`src/rtl/rob_completion_arbiter.sv`:
```
// -----------------------------------------------------------------------------
// rob_completion_arbiter
//   Shares the single reorder-buffer completion port among NUM_REQ writeback
//   requesters (ALU, MUL, DIV, LSU). A round-robin scan starting at rr_ptr picks
//   at most one requester per cycle. The winner's payload is registered onto the
//   ROB completion interface, so it appears one cycle after the handshake. The
//   ROB port has no backpressure, so a grant can happen every cycle.
//
// Ports
//   clk_i                      clock
//   rst_i                      asynchronous active-high reset
//   req_valid_i [NUM_REQ]      requester i has a completion pending
//   req_ready_o [NUM_REQ]      combinational one-hot grant (zero on flush/reset)
//   req_rob_idx_i              packed ROB indices, slice i = [i*ROB_IDX_W +: ROB_IDX_W]
//   req_result_i               packed results, slice i = [i*CONFIG_XLEN +: CONFIG_XLEN]
//   req_exception_i [NUM_REQ]  exception flag per requester
//   req_exc_code_i             packed exception codes, slice i = [i*EXC_W +: EXC_W]
//   flush_i                    pipeline flush: blocks grants, clears output register
//   complete_*_o               registered completion toward the ROB
// -----------------------------------------------------------------------------
module rob_completion_arbiter #(
  parameter int NUM_REQ     = 4,
  parameter int CONFIG_XLEN = 32,
  parameter int ROB_IDX_W   = 4,
  parameter int EXC_W       = 4
) (
  input  logic                         clk_i,
  input  logic                         rst_i,
  input  logic [NUM_REQ-1:0]           req_valid_i,
  output logic [NUM_REQ-1:0]           req_ready_o,
  input  logic [NUM_REQ*ROB_IDX_W-1:0] req_rob_idx_i,
  input  logic [NUM_REQ*CONFIG_XLEN-1:0] req_result_i,
  input  logic [NUM_REQ-1:0]           req_exception_i,
  input  logic [NUM_REQ*EXC_W-1:0]     req_exc_code_i,
  input  logic                         flush_i,
  output logic                         complete_valid_o,
  output logic [ROB_IDX_W-1:0]         complete_rob_idx_o,
  output logic [CONFIG_XLEN-1:0]       complete_result_o,
  output logic                         complete_exception_o,
  output logic [EXC_W-1:0]             complete_exception_code_o
);

  localparam int PTR_W = (NUM_REQ > 1) ? $clog2(NUM_REQ) : 1;

  logic [PTR_W-1:0]       rr_ptr_r;
  logic [PTR_W-1:0]       win_s;
  logic                   found_s;
  logic [NUM_REQ-1:0]     grant_s;
  logic                   any_grant_s;
  logic [PTR_W-1:0]       next_ptr_s;
  logic [ROB_IDX_W-1:0]   win_idx_s;
  logic [CONFIG_XLEN-1:0] win_result_s;
  logic                   win_exc_s;
  logic [EXC_W-1:0]       win_code_s;

  logic                   complete_valid_r;
  logic [ROB_IDX_W-1:0]   complete_rob_idx_r;
  logic [CONFIG_XLEN-1:0] complete_result_r;
  logic                   complete_exception_r;
  logic [EXC_W-1:0]       complete_code_r;

  // Round-robin scan: first valid requester at or after rr_ptr (mod NUM_REQ) wins.
  always_comb begin
    int scan_idx;
    scan_idx = 0;
    found_s  = 1'b0;
    win_s    = '0;
    for (int k = 0; k < NUM_REQ; k++) begin
      scan_idx = int'(rr_ptr_r) + k;
      if (scan_idx >= NUM_REQ) begin
        scan_idx = scan_idx - NUM_REQ;
      end else begin
        scan_idx = scan_idx;
      end
      if (!found_s && req_valid_i[PTR_W'(scan_idx)]) begin
        found_s = 1'b1;
        win_s   = PTR_W'(scan_idx);
      end else begin
        found_s = found_s;
      end
    end
  end

  // Grant qualification: flush and reset both suppress the handshake entirely.
  always_comb begin
    grant_s = '0;
    if (found_s && !flush_i && !rst_i) begin
      grant_s[win_s] = 1'b1;
    end else begin
      grant_s = '0;
    end
  end

  assign req_ready_o = grant_s;
  assign any_grant_s = |grant_s;

  // Pointer advance past the winner, wrapping after the last requester.
  always_comb begin
    next_ptr_s = '0;
    if (int'(win_s) == NUM_REQ - 1) begin
      next_ptr_s = '0;
    end else begin
      next_ptr_s = win_s + PTR_W'(1);
    end
  end

  // Winner payload selection; data is passed through untouched.
  always_comb begin
    win_idx_s    = req_rob_idx_i[int'(win_s)*ROB_IDX_W +: ROB_IDX_W];
    win_result_s = req_result_i[int'(win_s)*CONFIG_XLEN +: CONFIG_XLEN];
    win_exc_s    = req_exception_i[win_s];
    win_code_s   = req_exc_code_i[int'(win_s)*EXC_W +: EXC_W];
  end

  // Completion output register and round-robin pointer state.
  always_ff @(posedge clk_i or posedge rst_i) begin
    if (rst_i) begin
      rr_ptr_r             <= '0;
      complete_valid_r     <= 1'b0;
      complete_rob_idx_r   <= '0;
      complete_result_r    <= '0;
      complete_exception_r <= 1'b0;
      complete_code_r      <= '0;
    end else if (flush_i) begin
      // Flush empties the output register; the pointer keeps its position.
      complete_valid_r     <= 1'b0;
      complete_rob_idx_r   <= '0;
      complete_result_r    <= '0;
      complete_exception_r <= 1'b0;
      complete_code_r      <= '0;
    end else if (any_grant_s) begin
      rr_ptr_r             <= next_ptr_s;
      complete_valid_r     <= 1'b1;
      complete_rob_idx_r   <= win_idx_s;
      complete_result_r    <= win_result_s;
      complete_exception_r <= win_exc_s;
      complete_code_r      <= win_code_s;
    end else begin
      // Idle cycle: valid drops, payload holds its last value.
      complete_valid_r     <= 1'b0;
    end
  end

  assign complete_valid_o          = complete_valid_r;
  assign complete_rob_idx_o        = complete_rob_idx_r;
  assign complete_result_o         = complete_result_r;
  assign complete_exception_o      = complete_exception_r;
  assign complete_exception_code_o = complete_code_r;

endmodule
```
`config.mk`:
```
export PLATFORM = sky130hd
export DESIGN_NAME = rob_completion_arbiter
export DESIGN_NICKNAME = d
export VERILOG_FILES = /design/src/rtl/rob_completion_arbiter.sv
export SDC_FILE = /design/constraint.sdc
export NUM_CORES = 1
export LEC_CHECK = 0
export CAP_MARGIN = 15
export CORE_ASPECT_RATIO = 0.6
export CORE_MARGIN = 5
export CORE_UTILIZATION = 34
export DETAILED_ROUTE_END_ITERATION = 10
export PLACE_DENSITY = 0.76
export SYNTH_ARGS = -nofsm -noshare
export SYNTH_HDL_FRONTEND = slang
export SYNTH_SLANG_ARGS = --single-unit
```
`constraint.sdc`:
```
create_clock -name clk_i -period 2.8 [get_ports clk_i]
set_input_delay 0.84 -clock clk_i [delete_from_list [all_inputs] [get_ports clk_i]]
set_output_delay 0.84 -clock clk_i [all_outputs]
set_load 0.05 [all_outputs]
```
==> metrics, run 1 <==
hold crit path type=reg2reg; top-count cell post-synth=mux2i_1; Worst-Margin Slew=590 ps; dpl cell area=5870 um^2; DRC viols=0; Fmax=0.356 GHz; Commonest cells post-synth=mux2i_1, dfrtp_1, nand2b_1; worst vdd ir=0.000358 V; H-tree Lvls=2; Worst path max stage delay=420 ps; syn_nets=475; clock sink count=44; Avg Cell Area, Syn=11.7 um^2; max-cap viol count=0; combinational family with the most area after synthesis=multiplexers; count of nets after finishing=698; failing checks=negative setup slack; xor/xnor share of the synthesized area=0%; ant diodes=0; worst skew pair latency=280 ps; root buffer cell=clkbuf_16; Die X=141 um; sequential area share after synthesis=31.3%; synth top area cells=mux2i_1, dfrtp_1, mux2_2, nand2b_1, buf_12; WP buf/inv=3; Netlist cell types=22; yosys warns=0; count of standard-cell rows=28; synthesis-to-finish area growth=74.3%; status=finished with violations; CP endpoint kind=primary output; fin crit share=100%; pwr/cell area=722 nW/um^2; WHS=546 ps; Slew Viols, Final=0; final critical-path setup slack=-9.86 ps; total CTS buffers=5; final hold violations=0; CP max-delay cell=clkdlybuf4s50_1; first-pass GRT wire length=17,700 um; initial antenna violation count=0; largest net degree at the start of global routing=45; total number of vias=3,102; Synth Register Bits=44; number of flops mapped to enable cells by yosys=0; Detailed Routing Iterations Pass 1=4; Mapped Cells=301; CP Cell Sequence=clkdlybuf4s50_1 -> a311oi_1 -> buf_4 -> and2_4 -> buf_12; Port-buffer cells=216; worst path required time=1960 ps; Design Area, Final=6130 um^2; post-route ant nets=0; GRT Residual Overflow=0; CORE AREA=9980 um^2; adder-cell share of the synthesized area=1.07%; cell family with most CP delay=buffers and inverters; post-synthesis mux area share=48.7%; TritonCTS clock tree=done; clock period minus final worst setup slack=2810 ps; area leader, netlist=mux2i_1; Cell Area, Synth=3520 um^2; post-DP HPWL=8940 um; Post-Synth Simple-Gate Area=8.64%; DRT iter0 DRCs=57; final setup violation count=4; final wirelength=11,200 um; Initial Utilization=35.3%; boundary pin count=217; vias in the first global route=3,419; CTS Buffer Depth=2; Leak Pwr=2.82 nW; worst endpoint data arrival time=1970 ps; final setup skew=2.68 ps; WL/cell=17.0 um; GRT Util Overall=17.6%; complex-gate fraction of the synthesized area=2.38%; vias per cell=4.71; die height=88.8 um; Startpoint Class=input port; WS Path Type=in2out; Placer Congestion=0.914; CP Max Fanout=5; Post-synth ARST share=100%; Die ar.=12,600 um^2; top-area cell type share of the netlist area=35.3%; post-layout util=61.4%; unrepaired setup endpoints after global routing=yes; Most used DFF post-synth=dfrtp_1; Rel. slew slack=60.7%; hold buffers post-CTS=0; Clock transition at path regs=60 ps; share of cells above drive strength 1=19.1%
## placed cells by master, fill, tap and decap left out, types with 2 or more instances in the layout
cell / synthesis / routed
and2_4: 0 / 4
buf_12: 7 / 9
buf_4: 0 / 20
buf_8: 0 / 2
clkbuf_16: 0 / 5
clkdlybuf4s50_1: 0 / 207
dfrtp_1: 44 / 44
ha_4: 0 / 2
inv_2: 3 / 4
mux2_2: 41 / 41
mux2i_1: 124 / 124
nand2b_1: 43 / 41
nand2b_4: 0 / 2
## where the power goes
group	internal, mW	leakage (nW)	switching (mW)
combinational	1.38	2.17	1.54
sequential	0.827	0.586	0.137
clock	0.324	0.0667	0.222
## stage by stage
step	power [mW]	TNS (ps)	cells	setup slack [ps]
after detailed placement	3.85	-24650	649	-563
after floorplan	3.01	-247	301	-90.8
after global routing	4.69	-241	659	-71.1
after CTS	4.50	0	659	1.41
final	4.43	-26.3	659	-9.86
after global placement	3.79	-20350	649	-485
## state kept, by name, summed over array words and instances, names as in the netlist
signal,cells
complete_exception_o,1
complete_result_o,32
complete_rob_idx_o,4
rr_ptr_r,2
complete_exception_code_o,4
complete_valid_o,1
## worst reg2reg max path, stage by stage, from the launching register on
cell and delay (ps):
dfrtp_1 490, a21o_1 240, a21oi_2 130, o22a_4 210
buf_4 140, buf_4 470, mux2i_1 220, mux2_2 310
mux2i_1 130
## kinds of logic (layout without fill, tap and decap cells)
family	after synthesis	in the layout
DFF	44	44
AOI/OAI and AO/OA	9	9
buffers and inverters	30	253
muxes	166	166
and+or+nand+nor	49	49
adders and majority gates	3	3
## area by class of cell
cell class              count  area [um^2]
flip-flops and latches     44         1100
multi-input cells         227         2240
clock inverters             1         5.00
fillers                   801         3850
repair buffers            239         2440
clock buffers               6          129
inverters                   7         43.8
well taps                 135          169
## per-layer routing
layer	vias up	routed length, um	track usage (%)
li1	1512	-	-
met1	1439	4680	20.5
met2	143	5260	31.1
met3	8	1200	7.61
met4	0	73	2.55
met5	-	0	0
## worst paths after layout
check	start	end	slack (ps)	cells past startpoint
worst max-delay path	rst_i	req_ready_o[3]	-10	5
worst min-delay path	complete_rob_idx_o[0]$_DFFE_PP0P_	complete_rob_idx_o[0]$_DFFE_PP0P_	550	2
worst max register to register	rr_ptr_r[1]$_DFFE_PP0P_	complete_exception_code_o[0]$_DFFE_PP0P_	390	8
worst min register to register	complete_rob_idx_o[0]$_DFFE_PP0P_	complete_rob_idx_o[0]$_DFFE_PP0P_	550	2
max in group asynchronous	rst_i	rr_ptr_r[0]$_DFFE_PP0P_	1530	4
min in group asynchronous	rst_i	complete_result_o[27]$_DFFE_PP0P_	1030	4
## timing repair
| item | 4_1_cts | 5_1_grt |
|---|---|---|
| endpoints found under the setup margin | 48 | 4 |
| pin swaps | 8 | 2 |
| buffers inserted | 3 | 0 |
| resized for setup | 41 | 8 |
(Power assumes the default switching activity.)
==> run 2, diff against run 1 <==
--- a/config.mk
+++ b/config.mk
@@ -8,9 +8,9 @@
 export CAP_MARGIN = 15
 export CORE_ASPECT_RATIO = 0.6
 export CORE_MARGIN = 5
-export CORE_UTILIZATION = 34
+export CORE_UTILIZATION = 38
 export DETAILED_ROUTE_END_ITERATION = 10
-export PLACE_DENSITY = 0.76
+export PLACE_DENSITY = 0.8
 export SYNTH_ARGS = -nofsm -noshare
 export SYNTH_HDL_FRONTEND = slang
 export SYNTH_SLANG_ARGS = --single-unit
==> constraint.sdc (replaced) <==
create_clock -name clk_i -period 2.7 [get_ports clk_i]
set_input_delay 0.81 -clock clk_i [delete_from_list [all_inputs] [get_ports clk_i]]
set_output_delay 0.81 -clock clk_i [all_outputs]
set_load 0.05 [all_outputs]
==> run 2 against run 1 <==
  * First-iteration DRC count down 8.8%
  * Combinational power is 5% higher
  * Highest routed layer unchanged
  * Largest cell class unchanged
  * Critical path type unchanged
  * Clock-buffer cell count unchanged
  * Routed wire length fell by 0.83%
  * Cell area is 1.1% higher
  * The run still ends with negative setup slack left
  * Clock skew grew 1.7 ps
  * Worst hold slack better by 2.7 ps
  * Via count rose by 0.81%
  * Worst setup slack worse by 130 ps
  * Cell count decreased by 1.5%
  * Clock power rose by 10%
  * Total power up 5.5%
==> metrics, run 2 (synthesis gave the netlist of run 1 again) <==
worst vdd ir=0.000418 V (+17%); final hold violations=0 (unchanged); GR met3 Demand/Resource=7.90% (+0.29 points); CORE AREA=9090 um^2 (-9.0%); max FFs per register=32 (unchanged); count of nets after finishing=706 (+1.1%); worst skew pair latency=270 ps (about the same); worst path required time=1890 ps (-70 ps); Initial Utilization=38.7% (+3.5 points); CP Max Fanout=6 (+1); Fmax=0.352 GHz; boundary pin count=217 (unchanged); cell mode on critical path=buf_6; clock period minus final worst setup slack=2840 ps; WP buf/inv=4 (+1); CP Cell Sequence=buf_6 -> buf_6 -> a21o_1 -> a21oi_2 -> o22a_4 -> inv_4 -> ha_4 -> and2_4 -> buf_12; count of standard-cell rows=27 (-3.6%); H-tree Lvls=2 (unchanged); failing checks=negative setup slack; fin crit share=105%; final setup TNS=-466 ps (-439 ps); final critical-path setup slack=-142 ps (-132 ps); Detailed Routing Iterations Pass 1=4 (unchanged); Worst-Margin Slew=576 ps (-13.3 ps); DRC viols=0 (unchanged); unrepaired setup endpoints after global routing=yes; Port-buffer cells=216 (unchanged); cell family with most CP delay=compound AO/OA/AOI/OAI gates; pwr/cell area=754 nW/um^2 (+4.3%); CP max-delay cell=o22a_4; # fillers=672 (-16%); total number of vias=3,127 (+0.81%); status=finished with violations; synthesis-to-finish area growth=76.1%; TritonCTS clock tree=done; Die X=134 um (-5.0%); worst endpoint data arrival time=2030 ps (+60 ps); max-cap viol count=0 (unchanged); Placer Congestion=0.774 (-15%); Leak Pwr=2.87 nW (+1.8%); die height=84.5 um (-4.8%); initial antenna violation count=0 (unchanged); CTS Buffer Depth=2 (unchanged); final wirelength=11,100 um (-0.83%); post-DP HPWL=9050 um (+1.3%); commonest cells after routing, fill and taps aside=clkdlybuf4s50_1, mux2i_1, dfrtp_1; ant diodes=0 (unchanged); Clock transition at path regs=60 ps (about the same); Die ar.=11,300 um^2 (-9.6%); WL/cell=17.1 um (+0.70%); Worst path max stage delay=230 ps (-190 ps); CP endpoint kind=primary output; hold buffers post-CTS=0 (unchanged); final setup violation count=4 (unchanged); most common cell after layout, fill and taps aside=clkdlybuf4s50_1; largest net degree at the start of global routing=42 (-6.7%); first-pass GRT wire length=17,400 um (-1.8%); Slew Viols, Final=0 (unchanged); post-route ant nets=0 (unchanged); hold crit path type=reg2reg; WS Path Type=in2out; Design Area, Final=6200 um^2 (+1.1%); Most Crowded Layer GR=met2; share of cells above drive strength 1=20.6% (+1.6 points); Rel. slew slack=61.6% (+0.89 points); GRT Residual Overflow=0 (unchanged); met1 GRT Util=20.6% (about the same); vias per cell=4.82 (+2.4%); vias in the first global route=3,501 (+2.4%); Startpoint Class=input port; GR Util met2=34.4% (+3.3 points); clock sink count=44 (unchanged); root buffer cell=clkbuf_16; GRT Util Overall=18.8% (+1.2 points); dpl cell area=5890 um^2 (+0.38%); final setup skew=4.41 ps (+1.73 ps); total CTS buffers=5 (unchanged); DRT iter0 DRCs=52 (-8.8%)
==> run 2: cell types whose count changed in the layout (fill, tap and decap cells not counted), moves of 2 or more <==
cell | previous run | this run
buf_8 | 2 | 0
clkbuf_16 | 5 | 7
nand2b_4 | 2 | 0
buf_6 | 0 | 7
nand2b_1 | 41 | 43
inv_4 | 0 | 2
==> run 2: final cells by class <==
class	instances	area (um^2)	share of cell area [%]
sequential	44	1100	17.8
inverter	7	31.3	0.505
timing repair buffer	247	2540	40.9
clock buffer	6	139	2.24
tap	116	145	2.34
clock inverter	2	10.0	0.161
multi-input combinational	227	2240	36.1
==> run 2: worst reg2reg max path, cell delays in order, from the launching register on <==
cell and delay, ps:
dfrtp_1 440, nand2b_1 150, a21oi_2 70, a211oi_4 280, inv_2 130, ha_4 180, buf_4 130, o41ai_4 400
buf_6 190, mux2_1 320
==> run 2: metrics by stage <==
stage	setup slack (ps)	power [mW]	utilization (%)	hold slack, ps	instances
final	-142	4.67	68.2	548	649
after floorplan	-69.9	3.15	-	545	301
after detailed placement	-613	4.01	64.8	541	631
after CTS	-148	4.68	67.4	551	646
after global placement	-550	3.95	64.8	528	631
after global routing	-202	4.93	68.2	561	649
==> run 2: where the power goes <==
part,internal (mW),switching (mW)
registers,0.858,0.140
logic,1.47,1.60
clock network,0.365,0.236
total,2.70,1.98
==> run 2: timing repair <==
item	in CTS	in global routing
gates resized for setup	30	4
hold endpoints to repair	0	0
cloned	0	2
buffers inserted	7	2
pin swaps	7	7
endpoints found under the setup margin	48	25
==> run 2: final timing paths <==
path                                                         from                                end  slack [ps]  cells past startpoint
worst max-delay path                               req_valid_i[1]                     req_ready_o[0]        -140                      9
worst min-delay path            complete_result_o[10]$_DFFE_PP0P_  complete_result_o[10]$_DFFE_PP0P_         550                      2
worst max register to register            rr_ptr_r[0]$_DFFE_PP0P_            rr_ptr_r[1]$_DFFE_PP0P_         280                      9
worst min register to register  complete_result_o[10]$_DFFE_PP0P_  complete_result_o[10]$_DFFE_PP0P_         550                      2
max in group asynchronous                                   rst_i            rr_ptr_r[1]$_DFFE_PP0P_        1230                      4
min in group asynchronous                                   rst_i            rr_ptr_r[0]$_DFFE_PP0P_         990                      3
==> run 2: layer usage <==
layer  share of wire [%]  vias up
met3                  11       12
met1                  38     1443
met4                 1.3        0
met2                  50      140
li1                    -     1532
met5                   0        -
==> run 3, diff against run 2 <==
--- a/config.mk
+++ b/config.mk
@@ -10,7 +10,7 @@
 export CORE_MARGIN = 5
 export CORE_UTILIZATION = 38
 export DETAILED_ROUTE_END_ITERATION = 10
-export PLACE_DENSITY = 0.8
+export PLACE_DENSITY = 0.9
 export SYNTH_ARGS = -nofsm -noshare
 export SYNTH_HDL_FRONTEND = slang
 export SYNTH_SLANG_ARGS = --single-unit
==> run 3 against run 2 <==
  * The run still ends with negative setup slack left
  * Sequential power about the same
  * Non-clock buffer count decreased by 4
  * Die area unchanged
  * Highest routed layer unchanged
  * Sequential cell count unchanged
  * Routed wire length decreased by 2.8%
  * Register-to-register slack got worse by 20 ps
  * Cell area decreased by 0.83%
  * Worst setup slack improved by 11 ps
==> metrics, run 3 (synthesis gave the netlist of run 1 again) <==
status=finished with violations; failing checks=negative setup slack; Placer Congestion=0.786 (+1.6%); post-DP HPWL=8790 um (-2.9%); Fmax=0.353 GHz (+0.40%); Comb power frac=66.2% (+0.4 points); fin crit share=105% (-0.42 points); GRT Util Overall=18.1% (-0.67 points); switching fraction of total power=42.3% (about the same); CORE AREA=9090 um^2 (unchanged); cell mode on critical path=buf_6; WP buf/inv=4 (unchanged); post-route ant nets=0 (unchanged); hold crit path type=reg2reg; WL/cell=16.8 um (-2.2%); vias per cell=4.84 (+0.39%); dpl cell area=5910 um^2 (+0.30%); count of standard-cell rows=27 (unchanged); max FFs per register=32 (unchanged); Total Power=4.63 mW (-0.93%); root buffer cell=clkbuf_16; CTS Buffer Depth=2 (unchanged); final critical-path setup slack=-131 ps (+11.3 ps); H-tree Lvls=2 (unchanged); cell family with most CP delay=compound AO/OA/AOI/OAI gates; clock period minus final worst setup slack=2830 ps (-11.3 ps); CP endpoint kind=primary output; WHS=543 ps (-5.20 ps); DRC viols=0 (unchanged); FF/Latch Area=1100 um^2 (unchanged); total CTS buffers=5 (unchanged); final wirelength=10,800 um (-2.8%); die height=84.5 um (unchanged); final hold violations=0 (unchanged); initial antenna violation count=1 (+1); dpl cells=630 (-0.16%); final setup skew=5.69 ps (+1.28 ps); TritonCTS clock tree=done; first-pass GRT wire length=16,600 um (-4.2%); post-layout util=67.7% (-0.56 points); NetSw=1.96 mW (-1.0%); Detailed Routing Iterations Pass 1=4 (unchanged); CP Cell Sequence=buf_6 -> buf_6 -> a21o_1 -> a21oi_2 -> o22a_4 -> inv_4 -> ha_4 -> and2_4 -> buf_12; worst endpoint data arrival time=2020 ps (about the same); DRT iter0 DRCs=20 (-62%); boundary pin count=217 (unchanged); unrepaired setup endpoints after global routing=yes; worst vdd ir=0.000379 V (-9.5%); final setup TNS=-430 ps (+35.5 ps); CP max-delay cell=o22a_4; max-cap viol count=0 (unchanged); Initial Utilization=38.7% (unchanged); CP Max Fanout=5 (-1); WS Path Type=in2out; pwr/cell area=753 nW/um^2 (about the same); total number of vias=3,120 (-0.22%); Startpoint Class=input port; # fillers=686 (+2.1%); Layout Cells excl Fill=645 (-0.62%); vias in the first global route=3,435 (-1.9%); Slew Viols, Final=0 (unchanged); Reg power frac=21.6% (+0.2 points); Clock transition at path regs=60 ps (about the same); Rel. slew slack=64.1% (+2.6 points); share of cells above drive strength 1=19.7% (-0.94 points); worst path required time=1890 ps (about the same); Worst path max stage delay=220 ps (about the same); Die ar.=11,300 um^2 (unchanged); GRT Residual Overflow=0 (unchanged); reg2reg start=rr_ptr_r[0]$_DFFE_PP0P_; most common cell after layout, fill and taps aside=clkdlybuf4s50_1; Die X=134 um (unchanged); synthesis-to-finish area growth=74.7%; largest net degree at the start of global routing=42 (unchanged); clock sink count=44 (unchanged); Worst setup startpoint=req_valid_i[1]; internal power=2.67 mW (-0.85%); commonest cells after routing, fill and taps aside=clkdlybuf4s50_1, mux2i_1, dfrtp_1; Design Area, Final=6150 um^2 (-0.83%); Leak Pwr=2.84 nW (-1.1%); Worst-Margin Slew=536 ps (-40.1 ps); final setup violation count=4 (unchanged); Port-buffer cells=216 (unchanged); count of nets after finishing=702 (-0.57%); Clk pwr share=12.3% (-0.6 points); post-place setup slack=-536 ps (+76.4 ps); area of the multi-input gates=2240 um^2 (+0.22%); hold path start=complete_result_o[30]$_DFFE_PP0P_; worst skew pair latency=280 ps (about the same)
## run 3: power groups by stage
stage	Combinational, mW	Sequential, mW	Clock, mW
2_1_floorplan	1.53	1.63	0
3_3_place_gp	2.95	0.985	0
3_5_place_dp	3.02	0.998	0
4_1_cts	3.06	0.997	0.586
5_1_grt	3.25	1.03	0.612
6_report	3.06	0.998	0.569
## run 3: cell type report
cell class              instances  share of cell area [%]
clock buffers                   6                    2.10
flip-flops and latches         44                    17.9
inverters                       7                   0.509
well taps                     116                    2.36
clock inverters                 1                  0.0814
diodes                          1                  0.0407
multi-input cells             227                    36.5
repair buffers                243                    40.5
## run 3: worst min-delay path: stages (launching register included)
cell and delay, ps:
dfrtp_1 370, nand2b_1 70, mux2i_1 60
## run 3: metal layers
metal | routed length (um) | share of wire (%) | GRT usage (%)
met2 | 5260 | 49 | 32.0
met4 | 199 | 1.8 | 4.99
met5 | 0 | 0 | 0
met3 | 1010 | 9.3 | 6.59
met1 | 4350 | 40 | 20.8
## run 3: worst paths after layout
path                                                             to  slack (ps)  cells past startpoint
min in group asynchronous          complete_result_o[7]$_DFFE_PP0P_         700                      2
setup / recovery                                     req_ready_o[0]        -130                      9
hold reg to reg                   complete_result_o[30]$_DFFE_PP0P_         540                      2
setup reg to reg                            rr_ptr_r[1]$_DFFE_PP0P_         260                      9
max in group asynchronous  complete_exception_code_o[3]$_DFFE_PP0P_        1510                      3
hold / removal                    complete_result_o[30]$_DFFE_PP0P_         540                      2
## run 3: what timing repair did
action,CTS,global route
resized for setup,31,2
hold buffers,0,0
pin swaps,9,7
buffers inserted,5,2
endpoints found under the setup margin,48,4
